[src/rtl/instruction_fetch.sv]
// Instruction fetch stage: PC register, one-outstanding memory read, output register plus one-entry skid.
// Optional misaligned-branch fault state enabled by the FETCH_ALIGN_CHECK_EN macro.
module instruction_fetch #(
  parameter logic [31:0] RESET_ADDR = 32'h0000_0000
) (
  input  logic        clk,
  input  logic        reset,
  input  logic        branch,
  input  logic [31:0] branchTarget,
  output logic        memReq,
  output logic [31:0] memAddress,
  input  logic        memReady,
  input  logic [31:0] memData,
  output logic [31:0] instrOut,
  output logic [31:0] pcOut,
  output logic        instrValid,
  input  logic        instrReady,
  output logic        fault,
  output logic [1:0]  dbg_state_o
);

`ifdef FETCH_ALIGN_CHECK_EN
  typedef enum logic [1:0] {S_FETCH = 2'd0, S_HOLD = 2'd1, S_FAULT = 2'd2} state_e;
`else
  typedef enum logic [1:0] {S_FETCH = 2'd0, S_HOLD = 2'd1} state_e;
`endif

  state_e      state_q, state_d;
  logic [31:0] pc_q, pc_d;
  logic [31:0] instr_q, instr_d;
  logic [31:0] pc_out_q, pc_out_d;
  logic        valid_q, valid_d;
  logic [31:0] skid_instr_q, skid_instr_d;
  logic [31:0] skid_pc_q, skid_pc_d;

  logic        in_fault;
  logic        misaligned;
  logic [31:0] target_aligned;

  assign target_aligned = branchTarget & ~32'h3;
`ifdef FETCH_ALIGN_CHECK_EN
  assign in_fault   = (state_q == S_FAULT);
  assign misaligned = (branchTarget[1:0] != 2'b00);
`else
  assign in_fault   = 1'b0;
  assign misaligned = 1'b0;
`endif

  always_ff @(posedge clk) begin
    if (reset) begin
      state_q      <= S_FETCH;
      pc_q         <= RESET_ADDR;
      instr_q      <= 32'h0;
      pc_out_q     <= 32'h0;
      valid_q      <= 1'b0;
      skid_instr_q <= 32'h0;
      skid_pc_q    <= 32'h0;
    end else begin
      state_q      <= state_d;
      pc_q         <= pc_d;
      instr_q      <= instr_d;
      pc_out_q     <= pc_out_d;
      valid_q      <= valid_d;
      skid_instr_q <= skid_instr_d;
      skid_pc_q    <= skid_pc_d;
    end
  end

  // Handshake: a word moves to decode on any edge where instrValid && instrReady;
  // HOLD means the skid register is full and the output register is still waiting.
  always_comb begin
    state_d      = state_q;
    pc_d         = pc_q;
    instr_d      = instr_q;
    pc_out_d     = pc_out_q;
    valid_d      = valid_q;
    skid_instr_d = skid_instr_q;
    skid_pc_d    = skid_pc_q;
    if (branch && !in_fault) begin
      valid_d      = 1'b0;
      skid_instr_d = 32'h0;
      skid_pc_d    = 32'h0;
      if (misaligned) begin
`ifdef FETCH_ALIGN_CHECK_EN
        state_d = S_FAULT;
`endif
      end else begin
        state_d = S_FETCH;
        pc_d    = target_aligned;
      end
    end else begin
      unique case (state_q)
        S_FETCH: begin
          if (memReady) begin
            pc_d = pc_q + 32'd4;
            if (!valid_q || instrReady) begin
              instr_d  = memData;
              pc_out_d = pc_q;
              valid_d  = 1'b1;
            end else begin
              skid_instr_d = memData;
              skid_pc_d    = pc_q;
              state_d      = S_HOLD;
            end
          end else if (valid_q && instrReady) begin
            valid_d = 1'b0;
          end
        end
        S_HOLD: begin
          if (instrReady) begin
            instr_d  = skid_instr_q;
            pc_out_d = skid_pc_q;
            valid_d  = 1'b1;
            state_d  = S_FETCH;
          end
        end
        default: begin
          // Fault is sticky until reset; anything else is an illegal encoding.
          if (!in_fault) state_d = S_FETCH;
        end
      endcase
    end
  end

  always_comb begin
    memReq      = (state_q == S_FETCH);
    fault       = in_fault;
    dbg_state_o = state_q;
  end

  assign memAddress = pc_q;
  assign instrOut   = instr_q;
  assign pcOut      = pc_out_q;
  assign instrValid = valid_q;

endmodule

[config.mk]
export PLATFORM = sky130hd
export DESIGN_NAME = instruction_fetch
export DESIGN_NICKNAME = d
export VERILOG_FILES = /design/src/rtl/instruction_fetch.sv
export SDC_FILE = /design/constraint.sdc
export NUM_CORES = 1
export LEC_CHECK = 0
export CORE_MARGIN = 5
export CORE_UTILIZATION = 50
export DETAILED_ROUTE_END_ITERATION = 8
export DONT_BUFFER_PORTS = 1
export HOLD_SLACK_MARGIN = 0.02
export SLEW_MARGIN = 20
export SYNTH_ARGS = -nofsm -noshare
export SYNTH_HDL_FRONTEND = slang
export SYNTH_SLANG_ARGS = --single-unit
[constraint.sdc]
create_clock -name clk -period 2.2 [get_ports clk]
set_input_delay 0.55 -clock clk [delete_from_list [all_inputs] [get_ports clk]]
set_output_delay 0.55 -clock clk [all_outputs]
set_load 0.02 [all_outputs]
== Yosys cells after proc, flatten, opt, wreduce, memory -nomap -nowiden ==
Index checks and enable logic that the tools add are counted.
Storage, ports and cells
  logic and storage cells: 52
  input bits: 69
  output and inout bits: 101
  flip-flop bits (word level): 163
Cells by class
  $add $sub $neg: 1
  muxes and demuxes: 20
  bitwise operators: 2
  eq/ne operators: 7
  reductions and logical operators: 14
Operators with widths (number)
  2-to-1 mux 32 bit: 9
  case mux 32 bit (2 select lines): 2
  adder 32 x 3 -> 32 bit, second input constant: 1
  2-to-1 mux 2 bit: 3
  AND reduction 3 bit: 2
  nonzero test 2 bit: 3
  AND reduction 5 bit: 1
  2-to-1 mux 1 bit: 4
  != test 2 x 1 -> 1 bit, second input constant: 2
  != test 2 bit, second input constant: 2
  case mux 2 bit (2 select lines): 1
  AND reduction 2 bit: 2
  AND reduction 4 bit: 1
  != test 3 x 1 -> 1 bit, second input constant: 1
  != test 3 x 2 -> 1 bit, second input constant: 1
  equality test 2 x 1 -> 1 bit, second input constant: 1
  zero test 2 bit: 1
  inverter 1 bit: 2
  case mux 1 bit (2 select lines): 1
  OR reduction 2 bit: 1
  logical AND 1 bit: 1
  zero test 1 bit: 1
  logical OR 1 bit: 1

== Longest topological paths before layout ==
  depth after elaboration: 5
  gate-level depth with buffers: 7
  gate-level depth less buffers: 5

== Least setup slack after synthesis ==
Ideal clock, no wire load.
  kind: register to register
  from: register pc_q[2], in the netlist memAddress[2]
  to: register pc_q[28], in the netlist memAddress[28]
  path slack: 0.197 ns
  required time: 2.109 ns
  data arrival time: 1.912 ns
  cell stages (with the launch flop): 6
  library setup time: 0.091 ns
  clock period less this slack: 2.003 ns
  buffers on the path: 0
  path through: dfxtp_1 > ha_1 > and4b_1 > nand4_1 > or4_1 > a311oi_1
On the way
  word-level cells in the longest chain between the ends: 4
RTL lines
  start: declaration: RTL line 29  | logic [31:0] pc_q, pc_d;
  start signal: assignment: RTL line 60  | pc_q <= pc_d;
  adder 32 x 3 -> 32 bit: RTL line 95  | pc_d = pc_q + 32'd4;
  2-to-1 mux 32 bit: RTL line 94  | if (memReady) begin
  2-to-1 mux 32 bit: RTL line 92  | unique case (state_q)
  2-to-1 mux 32 bit: RTL line 79  | if (branch && !in_fault) begin
Every way passes these cells. The select of a mux whose other input is x is not followed.
A chain may end at the register's enable or synchronous reset.

== Final worst setup path ==
  from: register state_q[0], in the netlist dbg_state_o[0]
  to: output port memReq
On the way
  word-level cells in the longest chain between the ends: 1
RTL lines
  start: declaration: RTL line 28  | state_e state_q, state_d;
  start signal: assignment: RTL line 59  | state_q <= state_d;
  zero test 2 bit: RTL line 126  | memReq = (state_q == S_FETCH);
  end: declaration: RTL line 10  | output logic memReq,
Every way passes these cells.

==> impl_metrics.json <==
{
  "synth.distinct_cells": 45,
  "die_x_um": 125.8,
  "cts-root-buf": "clkbuf_16",
  "fillCellCount": 1207,
  "cp_data_arrival_time_ns": 1.46,
  "ys.flop_type": "dfxtp_1",
  "grtUsageMet1_pct": 25.72,
  "synthCells": 787,
  "grt.busiest_layer": "met2",
  "seq_area_mm2": 0.003127,
  "num_vias": 5546,
  "cts_made_buffers": 17,
  "die_y_um": 125.8,
  "place_ws_ns": 0.2658,
  "setup_viol": 0,
  "cts.sinks": 156,
  "startpoint": "dbg_state_o[0]",
  "synth-warning-count": 0,
  "p_leak_nw": 2.453,
  "dp_hpwl_um": 11530,
  "cts_tree": "yes",
  "htreeDepth": 4,
  "yosysSeqAreaShare_pct": 46.54,
  "finalHoldViolCount": 0,
  "antenna_found_initial": 0,
  "synthSimpleGateAreaFrac_pct": 19.30,
  "max_freq_ghz": 0.4985,
  "p_per_area_mw_per_mm2": 868.6,
  "timing.rr.end": "memAddress[26]",
  "slew_violations": 0,
  "required_ns": 1.65,
  "ys_seq_elements": 156,
  "synth_edf_count": 0,
  "ys_top_cells_by_area": "dfxtp_1 47%, mux2i_1 9.2%, a211oi_1 8.1%, nand2_1 7.8%, nor2_1 5.1%",
  "hold_buffers": 0,
  "power.share.sequential_pct": 47.1,
  "grt.overflow.total": 0,
  "drt_iter0_drc": 303,
  "final_util_pct": 57.99,
  "setup_slack_ns": 0.1942,
  "rr_startpoint": "memAddress[2]",
  "crit_fanout": 57,
  "io_buffers": 0,
  "pwr-share-comb_pct": 7.9,
  "clockBufferDepth": 2,
  "ir_drop_uv": 523.4,
  "gp_congestion": 0.7823,
  "avgRoutedWirePerCell_um": 17.69,
  "clkPwrFrac_pct": 45.0,
  "met2_usage_pct": 35.75,
  "min_from": "reset",
  "synthMuxAreaShare_pct": 9.249,
  "grt_pass1_wl_um": 27780,
  "grt_max_degree": 96,
  "netSwitchingPower_mw": 1.620,
  "syn_area_per_cell_um2": 8.526,
  "ant_nets": 0,
  "synth_top_family_by_area": "simple AND/OR/NAND/NOR gates",
  "clk_latency_ns": 0.41,
  "grt_setup_unrepaired": "false",
  "core_mm2": 0.01319,
  "end_kind": "output port",
  "die-area_mm2": 0.01584,
  "design.portCount": 170,
  "slowest_delay_ns": 0.41,
  "crit_chain": "buf_12, inv_1",
  "post_cts_resized": 0,
  "post_cts_buffers": 0,
  "yosysTopAreaCell": "dfxtp_1",
  "worstHoldPathType": "input pin to flop",
  "r2r_cells": 5,
  "ys_async_sr_fraction_pct": 0,
  "syn_to_final_growth_pct": 13.98,
  "max_cap_viol_count": 0,
  "whs_path_depth": 1,
  "antennaDiodeCount": 0,
  "grt_pass1_vias": 5335,
  "synth_fa_ha_area_share_pct": 0.1865,
  "grt_usage_pct": 21.38,
  "skew_ns": 0.007270,
  "multi_input_area_mm2": 0.003262,
  "rrSetupSlack_ns": 0.29,
  "holdPathEnd": "pcOut[15]",
  "synthXorXnorAreaFrac_pct": 1.436,
  "final_nets": 850,
  "wl_um": 17140,
  "status": "finished, final reports clean",
  "drive_gt1_share_pct": 10.21,
  "via_per_inst": 5.723,
  "final.min_clock_period_ns": 2.006,
  "gr-usage-met3_pct": 9.187,
  "crit_slowest_cell": "dfxtp_4",
  "dr.pass1.iters": 4,
  "synth_compound_area_share_pct": 17.86,
  "synth_top_area_share_pct": 46.54,
  "drc": 0,
  "p_sw_share_pct": 24.38,
  "start_util_pct": 50.87,
  "clk_pin_slew_ns": 0.06,
  "intPower_mw": 5.024,
  "timing_worst_setup_path_type": "flop to output port",
  "synth_area_mm2": 0.006710,
  "row_count": 42,
  "tns_ns": 0,
  "finalCritPeriodShare_pct": 91.17,
  "critPathLaunchType": "flop"
}
[Yosys cell counts (5+ instances only)]
cell type / instances
a211oi_1: 72
a21oi_1: 68
a311oi_1: 11
buf_1: 9
buf_2: 9
buf_4: 8
clkbuf_1: 46
dfxtp_1: 156
inv_1: 10
mux2i_1: 62
nand2_1: 140
nand3_1: 9
nand4_1: 10
nor2_1: 92
nor4_1: 6
o31ai_1: 9
or4_1: 7
xnor2_1: 6
xor2_1: 5
[layer usage]
metal	wire [µm]	vias up
met5	0	-
met4	161	0
met3	1431	13
met2	8326	146
met1	7223	2622
li1	-	2765
[worst max-delay path: cells and delay by family, from the launching register on]
family | cells | cell delay [ns]
buffers and inverters | 2 | 0.57
DFF | 1 | 0.41
[placed cells by master, fill, tap and decap left out, types with 7 or more instances in the layout]
cell type  netlist  layout
buf_4            8      36
a311oi_1        11      11
or4_1            7       7
nand2_1        140     140
dfxtp_1        156     155
a211oi_1        72      72
nand4_1         10      10
nor2_1          92      91
a21oi_1         68      68
mux2i_1         62      62
clkbuf_16        0      17
inv_1           10       9
nand3_1          9       9
o31ai_1          9       9
[cells by family (layout without fill, tap and decap cells)]
logic type / count (synthesis) / count (layout)
other: 1 / 6
and+or+nand+nor: 294 / 294
adders and majority gates: 1 / 1
DFF: 156 / 156
xor gates and xnor gates: 11 / 11
AOI/OAI and AO/OA: 179 / 179
buffers and inverters: 83 / 84
muxes: 62 / 62
[area by class of cell]
| type | instances | share of cell area, % |
|---|---|---|
| clock inverter | 10 | 1.799 |
| tap | 176 | 2.879 |
| clock buffer | 22 | 6.200 |
| sequential | 156 | 40.88 |
| timing repair buffer | 42 | 5.104 |
| multi-input combinational | 553 | 42.65 |
| inverter | 10 | 0.4908 |
[power groups by stage]
stage	clock network [mW]	logic [mW]	registers (mW)
floorplan	0	0.342	3.24
global placement	0	0.514	3.19
detailed placement	0	0.530	3.20
CTS	3.06	0.531	3.13
global route	3.21	0.585	3.15
finish	2.99	0.526	3.13
[how the worst max path moves through the flow]
stage	endpoint	slack, ns	cells after the start
floorplan	memAddress[28]	0.20	5
global placement	memAddress[27]	0.29	5
detailed placement	memAddress[27]	0.27	5
CTS	memReq	0.17	2
global route	memAddress[26]	0.1	4
finish	memReq	0.19	2
[metrics by stage]
stage / power [mW] / hold slack (ns) / cell area [µm²] / std cells
2_1_floorplan: 3.581 / 0.4360 / 6729 / 792
3_3_place_gp: 3.707 / 0.4410 / 7037 / 937
3_5_place_dp: 3.726 / 0.4463 / 7037 / 937
4_1_cts: 6.727 / 0.1918 / 7649 / 969
5_1_grt: 6.946 / 0.1729 / 7649 / 969
6_report: 6.644 / 0.2252 / 7649 / 969
[sequential cells by signal, summed over array words and instances (netlist names)]
signal        flops
skid_instr_q     32
skid_pc_q        30
memAddress       30
instrValid        1
instrOut         32
dbg_state_o       1
pcOut            30
Note: power is estimated with default switching activity, not from simulation.
==> edit: new RTL, same flow settings <==
Take the reset off `skid_instr_q` and load it in a clocked block of its own.
--- a/src/rtl/instruction_fetch.sv
+++ b/src/rtl/instruction_fetch.sv
@@ -53,7 +53,6 @@
       instr_q      <= 32'h0;
       pc_out_q     <= 32'h0;
       valid_q      <= 1'b0;
-      skid_instr_q <= 32'h0;
       skid_pc_q    <= 32'h0;
     end else begin
       state_q      <= state_d;
@@ -61,9 +60,12 @@
       instr_q      <= instr_d;
       pc_out_q     <= pc_out_d;
       valid_q      <= valid_d;
-      skid_instr_q <= skid_instr_d;
       skid_pc_q    <= skid_pc_d;
     end
+  end
+
+  always_ff @(posedge clk) begin
+    skid_instr_q <= skid_instr_d;
   end
 
   // Handshake: a word moves to decode on any edge where instrValid && instrReady;
Formal check against the unedited RTL: no difference found for any inputs over 4 cycles, from zero or initial values and one cycle with reset high; that may be too few to reach the edited logic, so the function may still have changed.
==> edit against the original RTL <==
Final cell count down 1.3%; critical path type is now reg -> reg; final area down 1.6%; sequential cell count unchanged; combinational power down 6.1%; die area down 0.99%; worst setup slack worse by 0.0049 ns; synthesized area down 1.1%; total power down 1.7%; wire length down 3.0%; critical endpoint is now memAddress[30].
==> edit: results (changes against the original RTL) <==
Clock network
  • H-tree depth: 4 (unchanged)
  • Post-CTS setup buffers: 0 (unchanged)
  • # resized after CTS: 0 (unchanged)
  • Num CTS Buffers: 17 (unchanged)
  • CTS clk-pin slew, worst paths: 0.06 ns (about the same)

Finish
  • Layout cells sized above 1: 10.5% (was 10.2%)
  • Fin nets: 840 (was 850)
  • # diodes: 0 (unchanged)
  • Non-Filler Instances: 956 (was 969)

Placed design
  • Gpl congestion: 0.764 (was 0.782)
  • Dpl cells: 927 (was 937)
  • Placed inst area: 0.00694 mm2 (was 0.00704 mm2)
  • Dpl hpwl: 11.0 mm (was 11.5 mm)
  • Worst slack, placed: 0.200 ns (was 0.266 ns)

STA
  • Fin Clk Skew: 0.00573 ns (was 0.00727 ns)
  • Peak Freq: 0.497 GHz (was 0.499 GHz)
  • Fin Hold WS: 0.200 ns (was 0.225 ns)

Synth
  • Synth warn: 0 (unchanged)
  • Register area share after synthesis: 47.0% (was 46.5%)
  • Gate Count Post-Synth: 773 (was 787)
  • Synth area leaders: dfxtp_1 (47%), mux2i_1 (10%), a211oi_1 (8.7%) (was dfxtp_1 (47%), mux2i_1 (9.2%), a211oi_1 (8.1%))
  • Top post-synthesis cells by count: dfxtp_1 (156), nand2_1 (145), nor2_1 (93) (was dfxtp_1 (156), nand2_1 (140), nor2_1 (92))
  • Async S/R FF share, synth: 0% (unchanged)
  • Synth cell types: 41 (was 45)

Detailed routing
  • Met3 Routed Length: 1.50 mm (was 1.43 mm)
  • Routed met2 length: 8.05 mm (was 8.33 mm)
  • Vias per cell: 5.57 (was 5.72)
  • 1st-iter DRT viols: 224 (was 303)
  • Wl on met1: 6.77 mm (was 7.22 mm)
  • Routed len/inst: 17.4 um (was 17.7 um)

Global routing
  • First-pass GRT wire length: 27.3 mm (was 27.8 mm)
  • GR Layer Usage met1: 24.8% (was 25.7%)
  • Met2 Usage GRT: 35.5% (was 35.7%)
  • Total GRT Usage: 21.3% (was 21.4%)
  • Met3 GRT Util: 8.10% (was 9.19%)
  • Pin count of the biggest net entering global routing: 94 (was 96)
  • Vias in the first global route: 5267 (was 5335)
  • Initial antenna violation count: 0 (unchanged)

Worst setup path
  • Worst EP arrival: 2.32 ns (was 1.46 ns)
  • CP Class: reg -> reg (was reg -> out)
  • CP max-delay cell: nor3_2 (was dfxtp_4)
  • Worst setup path end: memAddress[30] (was memReq)
  • Reg2Reg Depth: 6 (was 5)
  • Register-to-register path setup slack: 0.19 ns (was 0.29 ns)
  • CP peak stage delay: 0.38 ns (was 0.41 ns)
  • CP max FO: 5 (was 57)
  • FF-to-FF Start: memAddress[2] (unchanged)
  • Critical path's top delay family: compound AO/OA/AOI/OAI gates (was buffers and inverters)

Worst hold path
  • Hold endpoint: skid_instr_q[17] (was pcOut[15])
  • Hold_sp: branch (was reset)

Run status
  • Status: finished clean (unchanged)

Pwr
  • Static leakage: 2.51 nW (was 2.45 nW)
  • Maximum VDD drop: 0.497 mV (was 0.523 mV)
## edit: changes by cell type after synthesis, moves of 7 or more
cell and change:
a311oi_1 -10, o31ai_1 -9, xor2_1 +9, buf_2 +8, a21oi_1 +7, buf_1 -7, or4_1 -7
## edit: area by class of cell
class / instances / area, um2
Clock buffer: 23 / 499
Clock inverter: 6 / 85.1
Fill cell: 1187 / 5610
Inverter: 7 / 26.3
Multi-Input combinational cell: 547 / 3220
Sequential cell: 156 / 3130
Tap cell: 176 / 220
Timing Repair Buffer: 41 / 345
## edit: cell families after synthesis
group | after synthesis | share of synthesized area, %
muxes | 66 | 9.95
and+or+nand+nor | 287 | 18.9
DFF | 156 | 47.1
AOI/OAI and AO/OA | 161 | 15.5
buffers and inverters | 75 | 4.96
adders and majority gates | 1 | 0.188
xor gates and xnor gates | 26 | 3.43
other | 1 | 0.0565
## edit: where the power goes
part | switching (mW) | internal, mW | total, mW
Sequential | 0.191 | 2.95 | 3.14
Combinational | 0.299 | 0.196 | 0.494
Clock | 1.09 | 1.81 | 2.90
